[src/rtl/uart_pkg.sv]
// Shared constants for the FIFO-fed 8N1 UART transmitter: state encoding,
// default bit period and frame length.
package uart_pkg;

  typedef enum logic [1:0] {
    ST_IDLE  = 2'd0,
    ST_START = 2'd1,
    ST_DATA  = 2'd2,
    ST_STOP  = 2'd3
  } uart_state_t;

  localparam logic [23:0] UART_DEFAULT_CPB = 24'd868;
  localparam int          UART_FRAME_BITS  = 10;

endpackage

[src/rtl/uart_baud_gen.sv]
// Loadable 24-bit down-counter; o_tick marks the last cycle of a bit period.
module uart_baud_gen
  import uart_pkg::*;
#(
  parameter logic [23:0] CLOCKS_PER_BAUD = UART_DEFAULT_CPB
) (
  input  logic i_clk,
  input  logic i_reset,
  input  logic i_load,
  output logic o_tick
);

  logic [23:0] r_count;

  // Parks at zero when not reloaded, so it can never underflow.
  always_ff @(posedge i_clk) begin
    if (i_reset) begin
      r_count <= 24'd0;
    end else if (i_load) begin
      r_count <= CLOCKS_PER_BAUD - 24'd1;
    end else if (r_count != 24'd0) begin
      r_count <= r_count - 24'd1;
    end
  end

  assign o_tick = (r_count == 24'd0);

endmodule

[src/rtl/fifo_txuart.sv]
// Pops bytes from a show-ahead FIFO and sends each as an 8N1 UART frame,
// chaining frames back-to-back when the FIFO still holds data at stop-bit end.
module fifo_txuart
  import uart_pkg::*;
#(
  parameter logic [23:0] CLOCKS_PER_BAUD = UART_DEFAULT_CPB
) (
  input  logic       i_clk,
  input  logic       i_reset,
  input  logic       i_empty,
  input  logic [7:0] i_data,
  output logic       o_rd,
  output logic       o_uart_tx,
  output logic       o_busy
);

  uart_state_t r_state;
  uart_state_t w_state_next;
  logic [7:0]  r_shreg;
  logic [2:0]  r_bit_idx;
  logic        r_tx;
  logic        r_busy;
  logic        w_tick;
  logic        w_accept;
  logic        w_load;
  logic        w_tx_next;

  uart_baud_gen #(
    .CLOCKS_PER_BAUD(CLOCKS_PER_BAUD)
  ) u_baud (
    .i_clk  (i_clk),
    .i_reset(i_reset),
    .i_load (w_load),
    .o_tick (w_tick)
  );

  // Counter sits at zero in IDLE, so the tick term only matters in STOP.
  assign w_accept = !i_reset && !i_empty &&
                    ((r_state == ST_IDLE) || ((r_state == ST_STOP) && w_tick));
  assign o_rd      = w_accept;
  assign o_uart_tx = r_tx;
  assign o_busy    = r_busy;

  always_ff @(posedge i_clk) begin
    if (i_reset) begin
      r_state   <= ST_IDLE;
      r_tx      <= 1'b1;
      r_busy    <= 1'b0;
      r_shreg   <= 8'd0;
      r_bit_idx <= 3'd0;
    end else begin
      r_state <= w_state_next;
      r_tx    <= w_tx_next;
      r_busy  <= (w_state_next != ST_IDLE);
      if (w_accept) begin
        r_shreg   <= i_data;
        r_bit_idx <= 3'd0;
      end else if ((r_state == ST_DATA) && w_tick) begin
        r_shreg   <= {1'b0, r_shreg[7:1]};
        r_bit_idx <= r_bit_idx + 3'd1;
      end
    end
  end

  always_comb begin
    w_state_next = r_state;
    case (r_state)
      ST_IDLE:  if (w_accept) w_state_next = ST_START;
      ST_START: if (w_tick) w_state_next = ST_DATA;
      ST_DATA:  if (w_tick && (r_bit_idx == 3'd7)) w_state_next = ST_STOP;
      ST_STOP:  if (w_tick) w_state_next = w_accept ? ST_START : ST_IDLE;
      default:  w_state_next = ST_IDLE;
    endcase
  end

  // Line value for the next cycle plus baud reload on every bit boundary.
  always_comb begin
    w_tx_next = r_tx;
    w_load    = 1'b0;
    if (w_accept) begin
      w_tx_next = 1'b0;
      w_load    = 1'b1;
    end else begin
      case (r_state)
        ST_START: if (w_tick) begin
          w_tx_next = r_shreg[0];
          w_load    = 1'b1;
        end
        ST_DATA: if (w_tick) begin
          w_tx_next = (r_bit_idx == 3'd7) ? 1'b1 : r_shreg[1];
          w_load    = 1'b1;
        end
        ST_STOP: if (w_tick) w_tx_next = 1'b1;
        default: ;
      endcase
    end
  end

endmodule
[config.mk]
export PLATFORM = sky130hd
export DESIGN_NAME = fifo_txuart
export DESIGN_NICKNAME = d
export VERILOG_FILES = /design/src/rtl/uart_pkg.sv /design/src/rtl/uart_baud_gen.sv /design/src/rtl/fifo_txuart.sv
export SDC_FILE = /design/constraint.sdc
export NUM_CORES = 1
export LEC_CHECK = 0
export CELL_PAD_IN_SITES_DETAIL_PLACEMENT = 0
export CELL_PAD_IN_SITES_GLOBAL_PLACEMENT = 2
export CORE_ASPECT_RATIO = 0.9
export CORE_MARGIN = 2
export CORE_UTILIZATION = 37
export CTS_BUF_LIST = sky130_fd_sc_hd__clkbuf_4
export CTS_CLUSTER_DIAMETER = 60
export CTS_CLUSTER_SIZE = 20
export DETAILED_ROUTE_END_ITERATION = 6
export PLACE_DENSITY_LB_ADDON = 0.1
export RECOVER_POWER = 50
export SKIP_LAST_GASP = 1
export SYNTH_ARGS = -nofsm -noshare
export SYNTH_HDL_FRONTEND = slang
export SYNTH_SLANG_ARGS = --single-unit
[constraint.sdc]
create_clock -name i_clk -period 2.6 [get_ports i_clk]
set_input_delay 0.26 -clock i_clk [delete_from_list [all_inputs] [get_ports i_clk]]
set_output_delay 0.26 -clock i_clk [all_outputs]
set_load 0.1 [all_outputs]
* Word level (Yosys, flattened, before mapping)
Index checks and enable logic that the tools add are counted.
Widths: inputs -> output; s select.
** Word-level totals
- Bits in registers :: 39
- Word-level logic and storage cells :: 54
- Input port bits :: 11
- Output and inout port bits :: 3
** Operators by class
- Add/subtract/negate cells :: 2
- Equal/unequal tests :: 7
- Muxes and demuxes :: 19
- Reduce and logical (&&, ||, !) cells :: 19
** Operator list (count)
- $logic_not 24->1 :: 1
- $reduce_bool 24->1 :: 1
- $sub 24x1->24 const B :: 1
- $mux 10 :: 2
- $mux 8 :: 2
- $mux 1 :: 9
- $ne 3x3->1 const B :: 3
- $mux 2 :: 4
- $pmux 2 s4 :: 1
- $reduce_bool 2->1 :: 3
- $reduce_or 2->1 :: 3
- $logic_and 1x1->1 :: 5
- $eq 2x2->1 const B :: 2
- $reduce_and 4->1 :: 1
- $reduce_bool 4->1 :: 1
- $add 3x1->3 const B :: 1
- $eq 3x3->1 const B :: 1
- $pmux 1 s3 :: 1
- $eq 2x1->1 const B :: 1
- $logic_not 1->1 :: 2
- $logic_not 2->1 :: 1
- $logic_or 1x1->1 :: 1

* Logic depth before layout (Yosys ltp)
- Word-level depth :: 8
- Mapped depth :: 9

* Modules after synthesis
From an unflattened synthesis, not the netlist that was laid out.
** Second synthesis, totals
- Cells, all modules :: 243
- Area, all modules :: 2109.5 µm²
** By module, submodules not included
- uart_baud_gen :: area each 1255.0 µm², sequential area each 480.5 µm², cells an instance 145, times used 1
- fifo_txuart :: area each 854.6 µm², sequential area each 300.3 µm², cells an instance 98, times used 1

* Worst setup path before layout
Ideal clock, no wire load.
- Path kind :: flip-flop to output port
- Start point :: register u_baud.r_count[0]
- End point :: output port o_rd
- Required time :: 2340 ps
- Cell stages (with the launch flop) :: 9
- Arrival :: 2790 ps
- Buffers on the path :: 2
- Path slack :: -450 ps
- Cells stage by stage :: dfxtp_1 > inv_1 > ha_1 > nor4b_2 > and4_1 > buf_2 > a31oi_1 > clkbuf_1 > nor2_1
** Between the ends
- Longest elaborated chain between the ends :: 4
** Ends and longest elaborated chain
- start: declaration :: RTL line uart_baud_gen.sv:13 : logic [23:0] r_count;
- start signal: assignment :: RTL line uart_baud_gen.sv:20 : r_count <= CLOCKS_PER_BAUD - 24'd1;
- start signal: assignment :: RTL line uart_baud_gen.sv:22 : r_count <= r_count - 24'd1;
- $logic_not 24->1 :: RTL line uart_baud_gen.sv:26 : assign o_tick = (r_count == 24'd0);
- $logic_and 1x1->1 :: RTL line fifo_txuart.sv:39 : ((r_state == ST_IDLE) || ((r_state == ST_STOP) && w_tick));
- $logic_or 1x1->1 :: RTL line fifo_txuart.sv:39
- $logic_and 1x1->1 :: RTL line fifo_txuart.sv:38 : assign w_accept = !i_reset && !i_empty &&
- end: declaration :: RTL line fifo_txuart.sv:12 : output logic o_rd,
Every way passes these cells.

* Worst setup path in the final report
Ends and elaborated chain as after synthesis.

==> results.json <==
{
  "firstDrtPassIters": 4,
  "finalCritPeriodShare_pct": 92.6,
  "grt_pass1_wl_mm": 8.58,
  "antenna_found_initial": 0,
  "crit_path_max_fanout": 7,
  "layout-drive-gt1-share_pct": 14.9,
  "nNetsFinal": 288,
  "ys_seq_elements": 39,
  "status": "complete, no violations",
  "grt_usage_pct": 17.4,
  "p_per_area_nw_per_um2": 781,
  "slew_headroom_pct": 23.2,
  "synth_commonest_cells": "dfxtp_1 (39), nor2_1 (34), nand2_1 (26)",
  "synth-main-ff-cell": "dfxtp_1",
  "cts_htree_levels": 2,
  "synth_top_area_share_pct": 36.9,
  "grt_max_degree": 21,
  "cts_root_buf": "clkbuf_4",
  "dieArea_um2": 6340,
  "worst_setup_path_start_kind": "flop",
  "final_cells": 339,
  "vias": 1830,
  "critical_path_class": "reg2out",
  "cts.path.max_buffers": 2,
  "drc": 0,
  "power.leakage_uw": 0.000872,
  "synth_edf_count": 0,
  "cp.required_ps": 2340,
  "slowest_delay_ps": 350,
  "cts_setup_buffers": 0,
  "ir_worst_vdd_v": 0.000362,
  "cp_top_family": "simple AND/OR/NAND/NOR gates",
  "async_flop_share_pct": 0,
  "row_count": 26,
  "dpl.cell_count": 331,
  "overflow": 0,
  "ys_types": 53,
  "drt_iter0_drc": 102,
  "yosysMostFrequentCell": "dfxtp_1",
  "nFillCells": 585,
  "insertion_delay_ps": 350,
  "initial_core_util_pct": 37.8,
  "ys_seq_area_share_pct": 36.9,
  "finalSetupViolations": 0,
  "yosys_warnings": 0,
  "maxCapViolations": 0,
  "ant_nets": 0,
  "cts_sinks": 39,
  "core_area_um2": 5600,
  "synth_top_cell_by_area": "dfxtp_1",
  "gp_congestion": 0.840,
  "skew_ps": 9.19,
  "grt_pass1_vias": 1743,
  "num_io_pins": 14,
  "die_h_um": 75.7,
  "rsz0062_at_grt": "false",
  "min_path_type": "in2reg",
  "hold_viol": 0,
  "cts_tree": "yes",
  "numCtsBuffers": 5,
  "synth_cells": 249,
  "tightest_slew_ps": 1160,
  "path_buf_inv": 3,
  "fmax_mhz": 415,
  "drt_wl_total_mm": 5.16,
  "dp_hpwl_mm": 3.71,
  "path_cells": "inv_1 -> ha_1 -> nor4b_4 -> and4_4 -> buf_4 -> a31oi_2 -> nor2_2 -> buf_12",
  "drt-wirelength-per-cell_um": 15.2,
  "setup_tns_ps": 0,
  "cp_slowest_cell": "dfxtp_1",
  "synth_area_um2": 2110,
  "synthTopCellsByArea": "dfxtp_1 (37%), nor2_1 (6.0%), ha_1 (5.3%)",
  "area_delta_synth_final_pct": 14.7,
  "drv_slew": 0,
  "die_w_um": 83.7,
  "arrival_ps": 2150,
  "end_kind": "primary output",
  "cts.clk_slew.worst_paths_ps": 110,
  "synth_nets": 269,
  "fin_crit_ps": 2410,
  "synth_area_per_cell_um2": 8.49,
  "portBuffers": 13,
  "n_antenna_cell": 0,
  "vias_per_cell": 5.40
}
[cell type report]
type / count / area [um2] / share of cell area (%)
Clock buffer: 7 / 52.6 / 2.17
Inverter: 5 / 18.8 / 0.774
Sequential cell: 39 / 781 / 32.2
Timing Repair Buffer: 25 / 215 / 8.88
Clock inverter: 1 / 5.00 / 0.206
Multi-Input combinational cell: 192 / 1260 / 52.2
Tap cell: 70 / 87.6 / 3.61
[registers in the layout, indices dropped and copies added (netlist names)]
signal and cells:
o_uart_tx 1, o_busy 1, r_state 2, r_bit_idx 3
r_shreg 8, u_baud.r_count 24
[per-layer routing]
layer | global-route usage (%) | vias to the layer above | part of all wire (%)
met4 | 4.84 | 0 | 1.2
met3 | 3.68 | 8 | 3.0
li1 | - | 946 | -
met2 | 25.8 | 24 | 41
met1 | 25.7 | 852 | 54
met5 | 0 | - | 0
[worst register-to-register path, delay by kind of cell, from the launching register on]
kind	cells	cell delay [ps]
flops	1	380
simple gates	3	960
buf+inv	1	280
compound gates	1	690
[per-stage QoR]
stage	utilization [%]	cell area (um2)	power [uW]	worst slack [ps]	hold WS (ps)
6_report	43.3	2420	1890	191	458
5_1_grt	43.3	2420	2030	34.1	489
2_1_floorplan	-	2120	1360	9.12	409
3_5_place_dp	42.4	2370	1580	365	451
4_1_cts	43.5	2430	1910	24.5	450
3_3_place_gp	42.4	2370	1580	373	444
[repair_timing]
item                                    4_1_cts  5_1_grt
hold buffers                                  0        0
resized for setup                             0        4
endpoints found under the setup margin        0        1
[path summary, 6_finish.rpt]
check	from	to	slack [ps]	depth (start not counted)
worst max-delay path	u_baud.r_count[0]	o_rd	190	8
worst min-delay path	i_data[7]	r_shreg[7]	460	3
worst max register to register	u_baud.r_count[8]	u_baud.r_count[7]	210	5
worst min register to register	r_bit_idx[1]	r_bit_idx[1]	470	2
[power breakdown]
group,internal (uW),total (uW),switching (uW)
Clock,126,327,201
Combinational,305,813,508
Sequential,674,753,78.5
[cells in the final DEF (no fill, tap or decap), types with 2 or more instances in the layout]
cell type and instances:
inv_1 5, a2111oi_0 2, and2_1 2, o21ai_0 7
nor4_2 3, a311oi_1 9, or3_1 3, or4_4 2
nand2b_1 3, xor2_1 10, clkbuf_4 7, dfxtp_1 39
clkdlybuf4s50_1 10, clkbuf_1 2, nor2_1 33, a21oi_1 16
buf_4 11, nor3_1 11, o211ai_1 2, a211oi_1 2
nand2_1 26, nand3_1 3, nor4_1 4, nor2b_1 2
ha_1 9, nand4_1 8, nor2_2 3, o31ai_1 2
xnor2_1 6
[cell families (layout without fill, tap and decap cells)]
| family | count (synthesis) | after routing | synth area share (%) |
|---|---|---|---|
| compound gates | 51 | 51 | 17.4 |
| xor+xnor | 16 | 16 | 6.63 |
| fa+ha+maj | 9 | 9 | 5.33 |
| buf+inv | 18 | 38 | 3.79 |
| flops | 39 | 39 | 36.9 |
| simple gates | 116 | 116 | 29.9 |
Note: power is estimated with default switching activity, not from simulation.
